**src/rtl/sap1_pkg.sv**
```systemverilog
// Shared constants for the SAP-1 datapath blocks.
//   DATA_WIDTH : default datapath width
//   OP_ADD/SUB : encodings of the sub_i strobe
package sap1_pkg;
    localparam int   DATA_WIDTH = 8;
    localparam logic OP_ADD     = 1'b0;
    localparam logic OP_SUB     = 1'b1;
endpackage

```
**src/rtl/alu_accumulator_if.sv**
```systemverilog
// Controller <-> ALU signal bundle.
//   master : controller side, drives bus data and strobes, reads registers/flags
//   slave  : ALU side
interface alu_accumulator_if #(
    parameter int WIDTH = sap1_pkg::DATA_WIDTH
);
    logic [WIDTH-1:0] bus_i;
    logic             load_a_i;
    logic             load_b_i;
    logic             sub_i;
    logic             latch_i;
    logic [WIDTH-1:0] a_o;
    logic [WIDTH-1:0] b_o;
    logic [WIDTH-1:0] result_o;
    logic             carry_o;
    logic             zero_o;
    logic             overflow_o;

    modport master (
        output bus_i, load_a_i, load_b_i, sub_i, latch_i,
        input  a_o, b_o, result_o, carry_o, zero_o, overflow_o
    );

    modport slave (
        input  bus_i, load_a_i, load_b_i, sub_i, latch_i,
        output a_o, b_o, result_o, carry_o, zero_o, overflow_o
    );
endinterface

```
**src/rtl/ripple_adder.sv**
```systemverilog
// Combinational WIDTH-bit ripple-carry adder.
//   a_i, b_i   : operands
//   carry_i    : carry into bit 0
//   sum_o      : a_i + b_i + carry_i, truncated
//   carry_o    : carry out of the MSB
//   overflow_o : signed overflow (carry into MSB differs from carry out)
module ripple_adder #(
    parameter int WIDTH = 8
) (
    input  logic [WIDTH-1:0] a_i,
    input  logic [WIDTH-1:0] b_i,
    input  logic             carry_i,
    output logic [WIDTH-1:0] sum_o,
    output logic             carry_o,
    output logic             overflow_o
);
    logic [WIDTH:0] c;

    // Chain kept inside one block so the carry vector is not a
    // combinational self-loop across separate assigns.
    always_comb begin
        c     = '0;
        sum_o = '0;
        c[0]  = carry_i;
        for (int i = 0; i < WIDTH; i++) begin
            sum_o[i] = a_i[i] ^ b_i[i] ^ c[i];
            c[i+1]   = (a_i[i] & b_i[i]) | (c[i] & (a_i[i] ^ b_i[i]));
        end
    end

    assign carry_o    = c[WIDTH];
    assign overflow_o = c[WIDTH] ^ c[WIDTH-1];
endmodule

```
**src/rtl/alu_accumulator.sv**
```systemverilog
// SAP-1 accumulator ALU: A/B operand registers, add/sub, registered flags,
// result write-back into A.
//   clk_i : clock, rising edge
//   rst_i : synchronous active-high reset (A=B=0, carry=ovf=0, zero=1)
//   io    : strobes/bus in, A, B, combinational result and flags out
// latch_i beats load_a_i for A; load_b_i is independent and a latch in the
// same cycle uses the pre-edge B.
module alu_accumulator
    import sap1_pkg::*;
#(
    parameter int WIDTH = DATA_WIDTH
) (
    input  logic                clk_i,
    input  logic                rst_i,
    alu_accumulator_if.slave    io
);
    logic [WIDTH-1:0] a_q, b_q, b_eff, sum;
    logic             carry_q, zero_q, ovf_q;
    logic             sub, add_carry, add_ovf;

    assign sub   = (io.sub_i == OP_SUB);
    // Subtraction as A + ~B + 1; the +1 enters as carry-in.
    assign b_eff = b_q ^ {WIDTH{sub}};

    ripple_adder #(.WIDTH(WIDTH)) u_add (
        .a_i        (a_q),
        .b_i        (b_eff),
        .carry_i    (sub),
        .sum_o      (sum),
        .carry_o    (add_carry),
        .overflow_o (add_ovf)
    );

    always_ff @(posedge clk_i) begin
        if (rst_i) begin
            a_q     <= '0;
            b_q     <= '0;
            carry_q <= 1'b0;
            zero_q  <= 1'b1;
            ovf_q   <= 1'b0;
        end else begin
            if (io.latch_i) begin
                a_q     <= sum;
                carry_q <= add_carry;
                zero_q  <= (sum == '0);
                ovf_q   <= add_ovf;
            end else if (io.load_a_i) begin
                a_q <= io.bus_i;
            end
            if (io.load_b_i)
                b_q <= io.bus_i;
        end
    end

    assign io.a_o        = a_q;
    assign io.b_o        = b_q;
    assign io.result_o   = sum;
    assign io.carry_o    = carry_q;
    assign io.zero_o     = zero_q;
    assign io.overflow_o = ovf_q;
endmodule

```
**src/flat_wrapper.sv**
```systemverilog
// flat-port wrapper written by rule: the top's interface ports become plain ports
module alu_accumulator_flat import sap1_pkg::*;
#(
    parameter int WIDTH = DATA_WIDTH
)
  (clk_i, rst_i, io_bus_i, io_load_a_i, io_load_b_i, io_sub_i, io_latch_i, io_a_o, io_b_o, io_result_o, io_carry_o, io_zero_o, io_overflow_o);
  alu_accumulator_if #(.WIDTH(WIDTH)) io_i ();
  input  logic clk_i;
  input  logic rst_i;
  input wire logic [$bits(io_i.bus_i)-1:0] io_bus_i;
  input wire logic [$bits(io_i.load_a_i)-1:0] io_load_a_i;
  input wire logic [$bits(io_i.load_b_i)-1:0] io_load_b_i;
  input wire logic [$bits(io_i.sub_i)-1:0] io_sub_i;
  input wire logic [$bits(io_i.latch_i)-1:0] io_latch_i;
  output wire logic [$bits(io_i.a_o)-1:0] io_a_o;
  output wire logic [$bits(io_i.b_o)-1:0] io_b_o;
  output wire logic [$bits(io_i.result_o)-1:0] io_result_o;
  output wire logic [$bits(io_i.carry_o)-1:0] io_carry_o;
  output wire logic [$bits(io_i.zero_o)-1:0] io_zero_o;
  output wire logic [$bits(io_i.overflow_o)-1:0] io_overflow_o;
  assign io_i.bus_i = io_bus_i;
  assign io_i.load_a_i = io_load_a_i;
  assign io_i.load_b_i = io_load_b_i;
  assign io_i.sub_i = io_sub_i;
  assign io_i.latch_i = io_latch_i;
  assign io_a_o = io_i.a_o;
  assign io_b_o = io_i.b_o;
  assign io_result_o = io_i.result_o;
  assign io_carry_o = io_i.carry_o;
  assign io_zero_o = io_i.zero_o;
  assign io_overflow_o = io_i.overflow_o;
  alu_accumulator #(.WIDTH(WIDTH)) u_core (.clk_i(clk_i), .rst_i(rst_i), .io(io_i));
endmodule
```
**config.mk**
```make
export PLATFORM = sky130hd
export DESIGN_NAME = alu_accumulator_flat
export DESIGN_NICKNAME = d
export VERILOG_FILES = /design/src/rtl/sap1_pkg.sv /design/src/rtl/alu_accumulator_if.sv /design/src/rtl/ripple_adder.sv /design/src/rtl/alu_accumulator.sv /design/src/flat_wrapper.sv
export SDC_FILE = /design/constraint.sdc
export NUM_CORES = 1
export LEC_CHECK = 0
export ABC_AREA = 1
export BUFFER_PORTS_ARGS = -buffer_cell sky130_fd_sc_hd__buf_2
export CAP_MARGIN = 20
export CORE_MARGIN = 2
export CORE_UTILIZATION = 51
export CTS_CLUSTER_DIAMETER = 100
export CTS_CLUSTER_SIZE = 40
export DETAILED_ROUTE_END_ITERATION = 10
export PLACE_DENSITY = 0.83
export SLEW_MARGIN = 20
export SYNTH_ARGS = -nofsm -noshare
export SYNTH_HDL_FRONTEND = slang
export SYNTH_SLANG_ARGS = --single-unit
```
**constraint.sdc**
```tcl
create_clock -name clk_i -period 10.4 [get_ports clk_i]
set_input_delay 2.08 -clock clk_i [delete_from_list [all_inputs] [get_ports clk_i]]
set_output_delay 2.08 -clock clk_i [all_outputs]
set_load 0.01 [all_outputs]
```
==> results.sh <==
export IMPL_design_area_um2=1310
export IMPL_vias=1034
export IMPL_fin_setup_tns_ns=0
export IMPL_synth_most_common_cell="nand2_1"
export IMPL_power_density_nw_per_um2=170
export IMPL_path_class="input port to output pin"
export IMPL_cts_buffer_depth=2
export IMPL_drive_gt1_share_pct=27.7
export IMPL_hp_class="register to register"
export IMPL_cts_setup_buffers=0
export IMPL_fmax_mhz=134
export IMPL_cts_sinks=19
export IMPL_row_count=16
export IMPL_relSlewSlack_pct=74.9
export IMPL_pwr_share_comb_pct=43.7
export IMPL_synthesis_area_um2=1070
export IMPL_wirelength_mm=2.54
export IMPL_start_util_pct=54.6
export IMPL_routed_via_density=4.81
export IMPL_crit_top_cell="fa_1"
export IMPL_crit_path_cell_trace="buf_2 -> o21ai_0 -> fa_1 -> fa_1 -> fa_1 -> inv_1 -> fa_1 -> inv_1 -> fa_1 -> fa_1 -> inv_1 -> fa_1 -> buf_2"
export IMPL_antenna_left=0
export IMPL_min_delay_start="u_core.io.carry_o"
export IMPL_synth_common_cells="36 x nand2_1, 23 x inv_1, 19 x dfxtp_1, 19 x nor2_1"
export IMPL_p_total_uw=223
export IMPL_drt_iter0_drc=16
export IMPL_grt_pass1_vias=1036
export IMPL_holdBufCountCts=0
export IMPL_power_static_leakage_uw=0.000719
export IMPL_whs_ns=0.494
export IMPL_critPathLaunch="io_sub_i"
export IMPL_core_um2=1960
export IMPL_drt_first_pass_iters=4
export IMPL_ys_flop_type="dfxtp_1"
export IMPL_path_buf_inv=5
export IMPL_hold_viol_final=0
export IMPL_ir_drop_uv=87.8
export IMPL_antenna_found_initial=0
export IMPL_wl_per_cell_um=11.8
export IMPL_drv_slew=0
export IMPL_path_max_fanout=8
export IMPL_clock_power_share_pct=16.9
export IMPL_fin_crit_sh_pct=72.0
export IMPL_chipHeight_um=49.8
export IMPL_startpoint_type="input port"
export IMPL_hpwl_mm=1.97
export IMPL_grt_pass1_wl_mm=4.52
export IMPL_port_buffers=40
export IMPL_clock_latency_ns=0.29
export IMPL_grt_max_degree=16
export IMPL_pin_count=41
export IMPL_diodes=0
export IMPL_fin_crit_ns=7.49
export IMPL_synth_warnings=0
export IMPL_max_stage_delay_ns=0.45
export IMPL_nNetsFinal=210
export IMPL_cts_tree="yes"
export IMPL_p_seq_share_pct=39.4
export IMPL_ys_seq_area_share_pct=35.5
export IMPL_drc=0
export IMPL_p_sw_uw=85.9
export IMPL_cp_top_family="adder cells"
export IMPL_ys_types=19
export IMPL_netlist_instances=147
export IMPL_postLayoutCoreUtil_pct=66.8
export IMPL_rsz0062_at_grt="no"
export IMPL_regToRegStartpoint="u_core.io.a_o[0]"
export IMPL_netlist_area_leader_share_pct=35.5
export IMPL_internal_power_uw=137
export IMPL_async_reset_ff_share_pct=0
export IMPL_cp_end_kind="output pin"
export IMPL_grt_overflow_total=0
export IMPL_synth_top_cell_by_area="dfxtp_1"
export IMPL_grtUsageTotal_pct=23.9
export IMPL_syn_nets=168
export IMPL_synth_seq_cells=19
export IMPL_clk_pin_slew_worst_paths_ns=0.11
export IMPL_globalplace_congestion=0.845
export IMPL_synth_area_leaders="dfxtp_1 36%, fa_1 13%, nand2_1 13%"
export IMPL_synth_edf_count=0
export IMPL_setup_viol=0
export IMPL_drv_cap=0
export IMPL_ctsHtreeMaxLevel=1
export IMPL_tightest_slew_ns=0.376
export IMPL_cts_buffers=3
export IMPL_finClkSkew_ns=0.00114
export IMPL_clock_root_buffer="clkbuf_4"
export IMPL_slowest_stage="fa_1"
export IMPL_p_sw_share_pct=38.6
export IMPL_dieWidth_um=49.8
export IMPL_syn_area_per_cell_um2=7.29
export IMPL_status="finished, final reports clean"
export IMPL_dieArea_um2=2480
export IMPL_synthToLayoutAreaGrowth_pct=22.3
export IMPL_critPathRequiredTime_ns=8.32
export IMPL_arrival_ns=5.41
export IMPL_cts_resized=0
export IMPL_dpl_cell_area_um2=1280
## tightest hold or removal path: cells and delay by family, from the launching register on
kind / cells / cell delay [ns]
AO/OA/AOI/OAI: 1 / 0.06
flip-flops: 1 / 0.34
AND/OR/NAND/NOR: 1 / 0.07
## kinds of logic (layout without fill, tap and decap cells)
group / after synthesis / in the layout / synth area share [%]
buffers and inverters: 30 / 71 / 11.4
xor gates and xnor gates: 8 / 8 / 6.54
DFF: 19 / 19 / 35.5
AOI/OAI and AO/OA: 15 / 15 / 7.36
adders and majority gates: 7 / 7 / 13.1
and+or+nand+nor: 68 / 68 / 26.1
## per-layer routing
metal / GRT usage, % / share of wire, %
met4: 8.33 / 1.1
met1: 30.2 / 42
met2: 41.6 / 52
met3: 3.33 / 4.8
met5: 0 / 0
## power by group through the flow
stage / clock network (uW) / registers (uW) / logic (uW)
floorplan: 0 / 92.4 / 59.2
finish: 37.6 / 87.8 / 97.3
global placement: 0 / 88.9 / 94.6
CTS: 38.4 / 87.7 / 98.2
global route: 42.5 / 89.2 / 110
detailed placement: 0 / 89.3 / 97.1
## layout by cell type, fill, tap and decap left out
cell,n
a21oi_1,3
buf_2,40
o21ai_1,6
o21ai_0,5
dfxtp_1,19
nand3_1,7
fa_1,7
nor2_2,2
a21oi_2,1
inv_1,23
clkbuf_4,3
inv_2,4
nor3_1,1
clkbuf_1,1
xnor2_1,6
nand3b_1,1
nor2_1,19
nand2_2,2
xor2_1,2
nand2_1,36
## final timing paths
path	depth (start not counted)	slack [ns]	end
setup / recovery	13	2.91	io_result_o[7]
hold / removal	2	0.49	u_core.io.carry_o
setup reg to reg	16	6.53	u_core.io.zero_o
hold reg to reg	2	0.49	u_core.io.carry_o
## through the flow
stage	cells	setup WS, ns
after floorplan	147	3.22
after global placement	211	3.05
after detailed placement	211	2.92
after CTS	215	2.92
after global routing	215	2.71
final	215	2.91
## state kept, by name, indices dropped and copies added, names as in the netlist
signal and cells:
u_core.io.b_o 8, u_core.io.carry_o 1, u_core.io.overflow_o 1, u_core.io.a_o 8, u_core.io.zero_o 1
## layout make-up
type / count / area [um2]
fillers: 195 / 652
multi-input cells: 98 / 568
flip-flops and latches: 19 / 380
repair buffers: 40 / 200
inverters: 27 / 101
well taps: 27 / 33.8
clock buffers: 4 / 26.3
Note: power is estimated with default switching activity, not from simulation.
